### config.mk
export PLATFORM = sky130hd
export DESIGN_NAME = pu_deny_responder
export DESIGN_NICKNAME = d
export VERILOG_FILES = /design/src/rtl/pu_pkg.sv /design/src/rtl/pu_deny_responder.sv
export SDC_FILE = /design/constraint.sdc
export NUM_CORES = 1
export LEC_CHECK = 0
export BUFFER_PORTS_ARGS = -buffer_cell sky130_fd_sc_hd__buf_4
export CORE_ASPECT_RATIO = 0.5
export CORE_UTILIZATION = 43
export CTS_CLUSTER_SIZE = 12
export DETAILED_ROUTE_END_ITERATION = 7
export PLACE_DENSITY = 0.84
export SLEW_MARGIN = 20
export SYNTH_ARGS = -nofsm -noshare
export SYNTH_HDL_FRONTEND = slang
export SYNTH_SLANG_ARGS = --single-unit
### constraint.sdc
create_clock -name ACLK -period 1.6 [get_ports ACLK]
set_input_delay 0.24 -clock ACLK [delete_from_list [all_inputs] [get_ports ACLK]]
set_output_delay 0.24 -clock ACLK [all_outputs]
set_load 0.01 [all_outputs]
### src/rtl/pu_pkg.sv
// Shared response codes and FSM state encodings for the protection-unit deny responder.
package pu_pkg;

    localparam logic [1:0] RESP_OKAY   = 2'b00;
    localparam logic [1:0] RESP_SLVERR = 2'b10;
    localparam logic [1:0] RESP_DECERR = 2'b11;

    typedef enum logic [1:0] {
        WIDLE  = 2'd0,
        WDRAIN = 2'd1,
        WRESP  = 2'd2
    } wstate_e;

    typedef enum logic {
        RIDLE = 1'b0,
        RDATA = 1'b1
    } rstate_e;

endpackage

### src/rtl/pu_deny_responder.sv
// AXI slave that absorbs denied transactions and answers them with SLVERR.
// Optional per-direction deny counters are enabled with PU_DENY_STATS_EN.
module pu_deny_responder
    import pu_pkg::*;
#(
    parameter int unsigned C_ID_WIDTH   = 1,
    parameter int unsigned C_DATA_WIDTH = 32
) (
    input  logic                    ACLK,
    input  logic                    ARESETN,
    input  logic                    s_awvalid,
    output logic                    s_awready,
    input  logic [C_ID_WIDTH-1:0]   s_awid,
    input  logic [7:0]              s_awlen,
    input  logic                    s_wvalid,
    output logic                    s_wready,
    input  logic                    s_wlast,
    output logic                    s_bvalid,
    input  logic                    s_bready,
    output logic [C_ID_WIDTH-1:0]   s_bid,
    output logic [1:0]              s_bresp,
    input  logic                    s_arvalid,
    output logic                    s_arready,
    input  logic [C_ID_WIDTH-1:0]   s_arid,
    input  logic [7:0]              s_arlen,
    output logic                    s_rvalid,
    input  logic                    s_rready,
    output logic [C_ID_WIDTH-1:0]   s_rid,
    output logic [C_DATA_WIDTH-1:0] s_rdata,
    output logic [1:0]              s_rresp,
    output logic                    s_rlast
`ifdef PU_DENY_STATS_EN
    ,
    output logic [15:0]             wr_deny_cnt,
    output logic [15:0]             rd_deny_cnt
`endif
);

    wstate_e    wstate;
    rstate_e    rstate;
    logic [7:0] beat_cnt;
    logic [7:0] len_q;

    // The write burst ends on wlast, so the advertised length is not needed.
    logic unused_awlen;
    assign unused_awlen = ^s_awlen;

    assign s_rdata = '0;

    // Write path: accept AW, drain W until wlast, then return SLVERR on B.
    always_ff @(posedge ACLK or negedge ARESETN) begin
        if (!ARESETN) begin
            wstate    <= WIDLE;
            s_awready <= 1'b0;
            s_wready  <= 1'b0;
            s_bvalid  <= 1'b0;
            s_bid     <= '0;
            s_bresp   <= RESP_OKAY;
        end else begin
            case (wstate)
                WIDLE: begin
                    s_awready <= 1'b1;
                    if (s_awvalid && s_awready) begin
                        s_bid     <= s_awid;
                        s_awready <= 1'b0;
                        s_wready  <= 1'b1;
                        wstate    <= WDRAIN;
                    end
                end
                WDRAIN: begin
                    if (s_wvalid && s_wready && s_wlast) begin
                        s_wready <= 1'b0;
                        s_bvalid <= 1'b1;
                        s_bresp  <= RESP_SLVERR;
                        wstate   <= WRESP;
                    end
                end
                WRESP: begin
                    if (s_bvalid && s_bready) begin
                        s_bvalid  <= 1'b0;
                        s_awready <= 1'b1;
                        wstate    <= WIDLE;
                    end
                end
                default: begin
                    s_awready <= 1'b0;
                    s_wready  <= 1'b0;
                    s_bvalid  <= 1'b0;
                    wstate    <= WIDLE;
                end
            endcase
        end
    end

    // Read path: accept AR, then emit arlen+1 zero beats with SLVERR.
    always_ff @(posedge ACLK or negedge ARESETN) begin
        if (!ARESETN) begin
            rstate    <= RIDLE;
            s_arready <= 1'b0;
            s_rvalid  <= 1'b0;
            s_rid     <= '0;
            s_rresp   <= RESP_OKAY;
            s_rlast   <= 1'b0;
            beat_cnt  <= 8'd0;
            len_q     <= 8'd0;
        end else begin
            case (rstate)
                RIDLE: begin
                    s_arready <= 1'b1;
                    if (s_arvalid && s_arready) begin
                        s_rid     <= s_arid;
                        len_q     <= s_arlen;
                        beat_cnt  <= 8'd0;
                        s_arready <= 1'b0;
                        s_rvalid  <= 1'b1;
                        s_rresp   <= RESP_SLVERR;
                        s_rlast   <= (s_arlen == 8'd0);
                        rstate    <= RDATA;
                    end
                end
                RDATA: begin
                    if (s_rvalid && s_rready) begin
                        if (s_rlast) begin
                            s_rvalid  <= 1'b0;
                            s_rlast   <= 1'b0;
                            s_arready <= 1'b1;
                            rstate    <= RIDLE;
                        end else begin
                            // The last beat exits before incrementing, so 255 never wraps.
                            beat_cnt <= 8'(beat_cnt + 8'd1);
                            s_rlast  <= (8'(beat_cnt + 8'd1) == len_q);
                        end
                    end
                end
                default: begin
                    s_arready <= 1'b0;
                    s_rvalid  <= 1'b0;
                    s_rlast   <= 1'b0;
                    rstate    <= RIDLE;
                end
            endcase
        end
    end

`ifdef PU_DENY_STATS_EN
    // Saturating counts of completed denied writes (B) and reads (R last).
    always_ff @(posedge ACLK or negedge ARESETN) begin
        if (!ARESETN) begin
            wr_deny_cnt <= 16'd0;
            rd_deny_cnt <= 16'd0;
        end else begin
            if (s_bvalid && s_bready && (wr_deny_cnt != 16'hFFFF)) begin
                wr_deny_cnt <= 16'(wr_deny_cnt + 16'd1);
            end
            if (s_rvalid && s_rready && s_rlast && (rd_deny_cnt != 16'hFFFF)) begin
                rd_deny_cnt <= 16'(rd_deny_cnt + 16'd1);
            end
        end
    end
`endif

endmodule

Yosys cells after proc, flatten, opt, wreduce, memory -nomap -nowiden --
Cells that the tools add are included.
Word-level totals: bits in registers 29, bits in latches 0, memory bits (writable) 0, ROM bits 0, input bits 26, output and inout bits 44, logic and storage cells 81, memories kept 0
Cells by class: add/sub/neg operators 1, multiply operators 0, div/mod/pow operators 0, order comparisons 0, equal/unequal tests 10, shifts and indexed selects 0, multiplexer cells 33, bitwise gates (word level) 4, reduce and logical (&&, ||, !) cells 19
Operators with widths (number):
- two-way mux 8 bit | 3
- two-way mux 1 bit | 18
- case mux 8 bit (2 select lines) | 1
- AND reduction 3 bit | 5
- != test 2 bit (second input constant) | 6
- AND reduction 2 bit | 6
- case mux 1 bit (3 select lines) | 3
- adder 8 x 1 -> 8 bit (second input constant) | 1
- equality test 8 bit | 1
- zero test 8 bit | 1
- case mux 1 bit (2 select lines) | 4
- logical AND 1 bit | 6
- two-way mux 2 bit | 3
- case mux 2 bit (3 select lines) | 1
- inverter 1 bit | 4
- equality test 2 x 1 -> 1 bit (second input constant) | 1
- equality test 2 bit (second input constant) | 1
- zero test 2 bit | 1
- != test 2 x 1 -> 1 bit (second input constant) | 1

Logic depth before layout (Yosys ltp) --
Gate-level depths: netlist of the first run.
depth after elaboration 5, depth in mapped cells 6, depth with buffers taken out 6

Worst setup path after synthesis of the first run --
Ideal clock, no wire load.
path type flip-flop to flip-flop, from register beat_cnt[0], to register s_rlast, library setup time 95 ps, arrival time 1420 ps, required time 1505 ps, path slack 84 ps, cell stages (with the launch flop) 7, path buffers 0, clock period less this slack 1516 ps, cell sequence dfrtp_1 -> ha_1 -> and3_1 -> nand3_1 -> xnor2_1 -> o311ai_1 -> o31ai_1
On the way: cells in the longest elaborated chain, start to end 5
RTL lines:
- from (decl) | RTL line pu_deny_responder.sv:41 | logic [7:0] beat_cnt;
- from (signal assigned) | RTL line pu_deny_responder.sv:130 | beat_cnt <= 8'(beat_cnt + 8'd1);
- adder 8 x 1 -> 8 bit | RTL line pu_deny_responder.sv:131 | s_rlast <= (8'(beat_cnt + 8'd1) == len_q);
- equality test 8 bit | RTL line pu_deny_responder.sv:131
- two-way mux 1 bit | RTL line pu_deny_responder.sv:123 | if (s_rlast) begin
- two-way mux 1 bit | RTL line pu_deny_responder.sv:122 | if (s_rvalid && s_rready) begin
- case mux 1 bit (2 select lines) | RTL line pu_deny_responder.sv:107 | case (rstate)
- to (signal assigned) | RTL line pu_deny_responder.sv:117 | s_rlast <= (s_arlen == 8'd0);
- to (signal assigned) | RTL line pu_deny_responder.sv:131
- to (decl) | RTL line pu_deny_responder.sv:31 | output logic s_rlast
Every way passes these cells. The select of a mux whose other input is x is not followed. A chain may end at the register's enable or synchronous reset.

Final worst setup path of the first run --
from register beat_cnt[1], to register s_rlast
The elaborated chain is that of the path after synthesis.

==> results.md, run 1 <==
- Run status: finished clean
- Top layer used by detailed routing: met4
- DRC violations left: 0
- Commonest non-fill, non-tap cell in the layout: sky130_fd_sc_hd__nand2_1
- Worst setup path class: reg2reg
- Global-route usage over all layers: 0.178
- Via count of the first global-routing pass: 1,224
- Detailed Route WL: 3520 µm
- Area of the multi-input gates: 842 µm²
- CTS root buf: sky130_fd_sc_hd__clkbuf_8
- Slowest cell on the critical path: sky130_fd_sc_hd__dfrtp_1
- Non-filler instance count after layout: approximately 290
- Number of placement rows: 15
- Post-route worst setup slack: between 0.03 and 0.04 ns
- Hold path startpoint: s_arid
- Initial Util: 0.471
- Total grt overflow: 0
- HP Class: in2reg
- Initial drt markers: 47
- Final critical-path required period: 1.57 ns
- Instance area after placement: between 1500 and 2000 µm²
- Count of synthesis-stage warnings from yosys: 0
- Net count, final: between 200 and 300
- Maximum number of pins on one net before global-route repair: 30
- Detail-routed via count per cell: between 4 and 5
- Post-synthesis sequential element count: 29
- Number of hold violations in the final report: 0
- Floorplan die height: roughly 46 µm
- Final core occ: 0.570
- Highest-count cells in the layout ignoring fill and taps: sky130_fd_sc_hd__nand2_1 (39), sky130_fd_sc_hd__buf_4 (37), sky130_fd_sc_hd__conb_1 (34), sky130_fd_sc_hd__dfrtp_1 (28), sky130_fd_sc_hd__o21ai_0 (13)
- Htree depth: 2
- Number of top-level pins: 70
- Number of cell instances on the worst register-to-register path: 6
- WP depth: 6
- Worst endpoint data arrival time: approximately 1.8 ns
- Clock tree from TritonCTS: yes
- Post-route total power: 3.45 mW
- Routed length on met1: between 1500 and 2000 µm
- Area overhead of the layout relative to synthesis: 21.0%
- Wire length of the first global-routing pass: around 5700 µm
- # Max-Cap Violations: 0
- HPWL Detailed: 2450 µm
- Setup TNS after final layout: 0 ns
- Maximum VDD drop: 1.05 mV
- Launching element of the worst setup path: beat_cnt[1]
- Power per Cell Area: ~1700 nW/µm²
- Chain of cells forming the critical path: buf_6, nand3_2, or3_1, a21oi_2, o311ai_1, o31ai_1
- Maximum clock skew at final layout: roughly 0.0090 ns
- Fin Hold WS: between 0.15 and 0.2 ns
- Total instance count after detailed placement: approximately 280
- Worst slack after detailed placement: about 0.040 ns
- Drt pass-1 iters: 4
- Final weighted congestion of routability-driven global placement: roughly 0.8
- Number of stages on the worst hold path: 3
- Layout cells sized above 1: 0.238
- Inserted Clock Buffers: 5
- Leakage power: 0.993 nW
- Number of buffer and inverter stages on the critical path: 1
- Startpoint Class: flop
- Filler cell count: around 320
- Clock transition at the registers of the reported paths: approximately 0.070 ns
- Via Count: 1,402
- Final worst path period share: 0.979
- Clock latency reported for the late side of the worst-skew pair: 0.28 ns
- Crit-path max FO: 3
- CP top delay family: compound AO/OA/AOI/OAI gates
- Floorplan core area: roughly 3600 µm²
- Die X-Extent: just over 90 µm
- Synth Cell Area: approximately 1700 µm²
- Die Footprint: 4220 µm²
- Synthesized area divided by synthesized cell count: around 9 µm²
- Initial antenna violation count: 0
- Highest clock frequency the design can meet: about 640 MHz
- Slowest Stage Delay on Critical Path: roughly 0.42 ns
- Sum of met2 wire segment lengths after detailed routing: ~1600 µm
- Sequential cell area fraction in the yosys report: 0.427
- Maximum buffer depth of the clock tree: 2
- Wire length per cell after detailed routing: ~12 µm
- Antenna cell count: 0
- Setup-violating endpoint count in the final report: 0
- Max Slew Vio Count: 0
- Count of buffers from port buffering: 27
- Sum of met3 wire segment lengths after detailed routing: about 270 µm
- Required time worst endpoint: between 1.5 and 2 ns
- Routed Antenna Nets: 0
- Critical path endpoint category: flop
- FF/Latch Area: roughly 730 µm²
- Count of mapped cells out of synthesis: 194
- # clock sinks: 29
- Count of unique library cells instantiated by Yosys: 39
- RSZ-0062 raised after global routing: yes
- Reg2reg start: beat_cnt[1]
- Post-route standard cell area excluding fillers: just over 2000 µm²
registers in the layout, summed over array words and instances (netlist names):
| signal | flops |
|---|---|
| beat_cnt | 8 |
| len_q | 8 |
| wstate | 2 |
| rstate | 1 |
| s_arready | 1 |
| s_awready | 1 |
| s_bid | 1 |
| s_bresp | 1 |
| s_bvalid | 1 |
| s_rid | 1 |
| s_rlast | 1 |
| s_rresp | 1 |
| s_rvalid | 1 |
| s_wready | 1 |
cell usage after synthesis:
| library cell | instances | area share |
|---|---|---|
| sky130_fd_sc_hd__a21boi_0 | 1 | 0.0044 |
| sky130_fd_sc_hd__a21o_1 | 1 | 0.0044 |
| sky130_fd_sc_hd__a21oi_1 | 4 | 0.012 |
| sky130_fd_sc_hd__a22o_1 | 1 | 0.0052 |
| sky130_fd_sc_hd__a31oi_1 | 1 | 0.0037 |
| sky130_fd_sc_hd__a32oi_1 | 1 | 0.0052 |
| sky130_fd_sc_hd__a41oi_1 | 1 | 0.0052 |
| sky130_fd_sc_hd__and2b_1 | 1 | 0.0044 |
| sky130_fd_sc_hd__and3_1 | 2 | 0.0074 |
| sky130_fd_sc_hd__and3b_1 | 1 | 0.0052 |
| sky130_fd_sc_hd__buf_2 | 1 | 0.0029 |
| sky130_fd_sc_hd__buf_4 | 34 | 0.15 |
| sky130_fd_sc_hd__clkbuf_1 | 4 | 0.0088 |
| sky130_fd_sc_hd__conb_1 | 1 | 0.0022 |
| sky130_fd_sc_hd__dfrtp_1 | 29 | 0.43 |
| sky130_fd_sc_hd__ha_1 | 1 | 0.0074 |
| sky130_fd_sc_hd__inv_1 | 2 | 0.0044 |
| sky130_fd_sc_hd__mux2_2 | 1 | 0.0066 |
| sky130_fd_sc_hd__nand2_1 | 39 | 0.086 |
| sky130_fd_sc_hd__nand2b_1 | 4 | 0.015 |
| sky130_fd_sc_hd__nand3_1 | 6 | 0.018 |
| sky130_fd_sc_hd__nand3_2 | 1 | 0.0059 |
| sky130_fd_sc_hd__nand3b_1 | 2 | 0.0088 |
| sky130_fd_sc_hd__nand4_1 | 1 | 0.0037 |
| sky130_fd_sc_hd__nor2_1 | 9 | 0.020 |
| sky130_fd_sc_hd__nor2b_1 | 4 | 0.015 |
| sky130_fd_sc_hd__nor3_1 | 2 | 0.0059 |
| sky130_fd_sc_hd__nor3b_1 | 3 | 0.013 |
| sky130_fd_sc_hd__nor4_1 | 3 | 0.011 |
| sky130_fd_sc_hd__o21a_1 | 1 | 0.0044 |
| sky130_fd_sc_hd__o21ai_0 | 13 | 0.038 |
| sky130_fd_sc_hd__o22ai_1 | 1 | 0.0037 |
| sky130_fd_sc_hd__o311ai_0 | 1 | 0.0052 |
| sky130_fd_sc_hd__o311ai_1 | 1 | 0.0052 |
| sky130_fd_sc_hd__o31ai_1 | 5 | 0.022 |
| sky130_fd_sc_hd__or2_2 | 2 | 0.0074 |
| sky130_fd_sc_hd__or3_1 | 1 | 0.0037 |
| sky130_fd_sc_hd__xnor2_1 | 7 | 0.036 |
| sky130_fd_sc_hd__xor2_1 | 1 | 0.0052 |
layer usage:
| layer | up-vias | track usage |
|---|---|---|
| met5 | - | 0 |
| met4 | 0 | 0.0794 |
| met3 | 6 | 0.0561 |
| met2 | 81 | 0.283 |
| met1 | 644 | 0.228 |
| li1 | 671 | - |
worst paths after layout:
kind	endpoint	slack, ns
setup / recovery	s_rlast	0.03
hold / removal	s_rid	0.15
setup reg to reg	s_rlast	0.03
hold reg to reg	s_rresp[1]	0.47
max in group asynchronous	beat_cnt[2]	0.88
min in group asynchronous	s_rid	0.42
power breakdown:
group | total, mW | internal (mW) | switching [mW]
Combinational | 1.46 | 0.686 | 0.770
Clock | 0.728 | 0.452 | 0.276
Sequential | 1.27 | 1.00 | 0.265
Total | 3.45 | 2.14 | 1.31
cell type report:
cell class,count,area share
well taps,51,0.0311
clock buffers,5,0.0335
multi-input cells,157,0.410
clock inverters,2,0.0171
inverters,2,0.00365
flip-flops and latches,29,0.354
repair buffers,40,0.151
repair_timing:
| action | CTS | global route |
|---|---|---|
| hold endpoints to repair | 29 | 0 |
| buffers inserted | 0 | 1 |
| gates resized for setup | 1 | 7 |
| hold buffers | 1 | 0 |
| endpoints found under the setup margin | 1 | 3 |
| pin swaps | 4 | 4 |
kinds of logic (layout without fill, tap and decap cells):
kind of cell / count (synthesis) / count (layout) / synth area share
buffers and inverters: 41 / 49 / 0.167
other: 1 / 34 / 0.00221
AND/OR/NAND/NOR: 81 / 81 / 0.230
AO/OA/AOI/OAI: 32 / 32 / 0.119
adder cells (fa/ha/maj): 1 / 1 / 0.00737
flip-flops: 29 / 29 / 0.427
XOR/XNOR: 8 / 8 / 0.0413
multiplexers: 1 / 1 / 0.00663
worst min-delay path, stage by stage:
cell	delay, ns
sky130_fd_sc_hd__buf_4	0.07
sky130_fd_sc_hd__nand2_1	0.04
sky130_fd_sc_hd__nand2_1	0.05
Power figures use the tool's default switching activity.
==> run 2: changes to the inputs <==
--- a/config.mk
+++ b/config.mk
@@ -7,10 +7,10 @@
 export LEC_CHECK = 0
 export BUFFER_PORTS_ARGS = -buffer_cell sky130_fd_sc_hd__buf_4
 export CORE_ASPECT_RATIO = 0.5
-export CORE_UTILIZATION = 43
+export CORE_UTILIZATION = 51
 export CTS_CLUSTER_SIZE = 12
 export DETAILED_ROUTE_END_ITERATION = 7
-export PLACE_DENSITY = 0.84
+export PLACE_DENSITY = 0.92
 export SLEW_MARGIN = 20
 export SYNTH_ARGS = -nofsm -noshare
 export SYNTH_HDL_FRONTEND = slang
==> constraint.sdc (replaced) <==
create_clock -name ACLK -period 2 [get_ports ACLK]
set_input_delay 0.3 -clock ACLK [delete_from_list [all_inputs] [get_ports ACLK]]
set_output_delay 0.3 -clock ACLK [all_outputs]
set_load 0.01 [all_outputs]
==> run 2 against run 1 <==
Compared with the run above:
- non-clock buffer count shrank 10
- combinational power is 35% lower
- sequential cell count is the same
- sequential share of layout area increased by 2.0 points
- maximum frequency shrank 14%
- clock-buffer cell count increased by 2
- hold slack gained 0.060 ns
- die area down 15%
- register-to-register slack gained 0.15 ns
- clock power is 14% lower
- largest cell class unchanged
==> results.md, run 2 (synthesis gave the netlist of run 1 again) <==
- Initial Util: 0.551 (was 0.471)
- Clock transition at the registers of the reported paths: 0.06 ns (was 0.07 ns)
- Number of buffer and inverter stages on the critical path: 0 (was 1)
- RSZ-0062 raised after global routing: no (was yes)
- Number of hold violations in the final report: 0 (unchanged)
- Initial drt markers: 88 (was 47)
- Layout cells sized above 1: 0.177 (was 0.238)
- # Max-Cap Violations: 0 (unchanged)
- Sw Pwr: 0.976 mW (was 1.31 mW)
- Filler cell count: 246 (was 316)
- DRC violations left: 0 (unchanged)
- Combinational Power Share: 0.360 (was 0.422)
- Maximum number of pins on one net before global-route repair: 30 (unchanged)
- Clock latency reported for the late side of the worst-skew pair: 0.28 ns (about the same)
- # clock sinks: 29 (unchanged)
- Final critical-path required period: 1.81 ns (was 1.57 ns)
- Switching share of total power: 0.373 (was 0.380)
- Wire length per cell after detailed routing: 12.4 µm (was 12.3 µm)
- Commonest non-fill, non-tap cell in the layout: sky130_fd_sc_hd__nand2_1 (unchanged)
- Detail-routed via count per cell: 5.24 (was 4.90)
- Number of placement rows: 14 (was 15)
- Wire length of the first global-routing pass: 5450 µm (was 5660 µm)
- Required time worst endpoint: 2.18 ns (was 1.78 ns)
- Die Footprint: 3580 µm² (was 4220 µm²)
- Antenna cell count: 0 (unchanged)
- Htree depth: 2 (unchanged)
- Max Slew Vio Count: 0 (unchanged)
- Final weighted congestion of routability-driven global placement: 0.857 (was 0.803)
- Clock tree from TritonCTS: yes (unchanged)
- Count of buffers from port buffering: 27 (unchanged)
- Via count of the first global-routing pass: 1,244 (was 1,224)
- Chain of cells forming the critical path: ha_1, xor2_1, nor4_1, o311ai_1, o31ai_1 (was buf_6, nand3_2, or3_1, a21oi_2, o311ai_1, o31ai_1)
- Setup-violating endpoint count in the final report: 0 (unchanged)
- Floorplan core area: 3080 µm² (was 3600 µm²)
- Power per Cell Area: 1350 nW/µm² (was 1680 nW/µm²)
- Non-filler instance count after layout: 266 (was 286)
- Global-route usage over all layers: 0.203 (was 0.178)
- Drt pass-1 iters: 4 (unchanged)
- Maximum VDD drop: 0.981 mV (was 1.05 mV)
- Final worst path period share: 0.907 (was 0.979)
- Slowest cell on the critical path: sky130_fd_sc_hd__dfrtp_1 (unchanged)
- Startpoint Class: flop (unchanged)
- Clock network fraction of total power: 0.239 (was 0.211)
- Net count, final: 252 (was 262)
- Worst endpoint data arrival time: 2.00 ns (was 1.75 ns)
- Initial antenna violation count: 0 (unchanged)
- Inserted Clock Buffers: 5 (unchanged)
- Crit-path max FO: 6 (was 3)
- Maximum clock skew at final layout: 0.00770 ns (was 0.00904 ns)
- Number of top-level pins: 70 (unchanged)
- HP Class: in2reg (unchanged)
- Area overhead of the layout relative to synthesis: 14.3% (was 21.0%)
- Registers with the highest flip-flop counts: beat_cnt: 8 flops, len_q: 8 flops, wstate: 2 flops (unchanged)
- Via Count: 1,394 (was 1,402)
- Buffers inserted during post-CTS setup optimization: 0 (unchanged)
- Number of buffers inserted by hold repair at cts: 1 (unchanged)
- Total grt overflow: 0 (unchanged)
- HPWL Detailed: 2320 µm (was 2450 µm)
- Setup TNS after final layout: 0 ns (unchanged)
- Worst setup path class: reg2reg (unchanged)
- Total instance count after detailed placement: 257 (was 277)
- CTS root buf: sky130_fd_sc_hd__clkbuf_8 (unchanged)
- Routed Antenna Nets: 0 (unchanged)
- Die X-Extent: 83.6 µm (was 90.9 µm)
- Register share of total power: 0.401 (was 0.367)
- Critical path endpoint category: flop (unchanged)
- Slowest Stage Delay on Critical Path: 0.45 ns (was 0.42 ns)
- Leakage power: 0.948 nW (was 0.993 nW)
- Floorplan die height: 42.8 µm (was 46.4 µm)
- Run status: finished clean (unchanged)
- Detailed Route WL: 3310 µm (was 3520 µm)
- Maximum buffer depth of the clock tree: 2 (unchanged)
- Highest clock frequency the design can meet: 551 MHz (was 638 MHz)
- Number of instances resized during post-cts repair: 0 (was 1)
- Internal power: 1.64 mW (was 2.14 mW)
- Highest-count cells in the layout ignoring fill and taps: sky130_fd_sc_hd__nand2_1 (39), sky130_fd_sc_hd__conb_1 (34), sky130_fd_sc_hd__dfrtp_1 (29), sky130_fd_sc_hd__buf_4 (29), sky130_fd_sc_hd__o21ai_0 (13) (was sky130_fd_sc_hd__nand2_1 (39), sky130_fd_sc_hd__buf_4 (37), sky130_fd_sc_hd__conb_1 (34), sky130_fd_sc_hd__dfrtp_1 (28), sky130_fd_sc_hd__o21ai_0 (13))
- CP top delay family: flip-flops (was compound AO/OA/AOI/OAI gates)
-- run 2: cell types whose count changed in the layout (fill, tap and decap cells not counted), sizes merged --
cell	before	now
buf	39	29
clkbuf	5	7
clkinv	1	0
-- run 2: layout make-up --
type | instances | area (µm²) | share of cell area
Multi-Input combinational cell | 157 | 813 | 0.419
Sequential cell | 29 | 726 | 0.374
Timing Repair Buffer | 30 | 228 | 0.117
Clock buffer | 7 | 86.3 | 0.0445
Tap cell | 40 | 50.0 | 0.0258
Clock inverter | 1 | 30.0 | 0.0155
Inverter | 2 | 7.51 | 0.00387
-- run 2: per-layer routing --
layer	track usage	vias to the layer above	share of wire
li1	-	647	-
met1	0.227	645	0.42
met2	0.341	95	0.47
met5	0	-	0
met3	0.0681	7	0.094
met4	0.129	0	0.016
-- run 2: worst paths after layout --
path,from,endpoint,slack [ns],depth (start not counted)
worst max register to register,beat_cnt[0],s_rlast,0.19,5
max in group asynchronous,ARESETN,beat_cnt[4],1.24,2
worst min register to register,s_rresp[1],s_rresp[1],0.46,1
worst max-delay path,beat_cnt[0],s_rlast,0.19,5
min in group asynchronous,ARESETN,s_rvalid,0.48,2
worst min-delay path,s_arid,s_rid,0.21,3
-- run 2: power by group through the flow --
stage / clock, mW / combinational [mW] / sequential (mW)
3_3_place_gp: 0 / 0.882 / 1.03
3_5_place_dp: 0 / 0.932 / 1.05
4_1_cts: 0.637 / 0.941 / 1.04
2_1_floorplan: 0 / 0.683 / 1.01
6_report: 0.625 / 0.943 / 1.05
5_1_grt: 0.660 / 1.06 / 1.08
-- run 2: worst reg2reg max path, delay by kind of cell, from the launching register on --
kind | cells | cell delay (ns)
adder cells (fa/ha/maj) | 1 | 0.36
AND/OR/NAND/NOR | 1 | 0.31
XOR/XNOR | 1 | 0.15
flip-flops | 1 | 0.45
AO/OA/AOI/OAI | 2 | 0.45
-- run 2: metrics by stage --
stage                     area (µm²)  total power, mW  setup WS (ns)  hold WS [ns]   util
after detailed placement        1810             1.98          0.262         0.244  0.588
after global routing            1940             2.81         0.0712         0.225  0.629
final                           1940             2.62          0.186         0.210  0.629
after CTS                       1940             2.62          0.205         0.200  0.629
after floorplan                 1820             1.69          0.484       0.00441      -
after global placement          1810             1.91          0.339         0.239  0.588
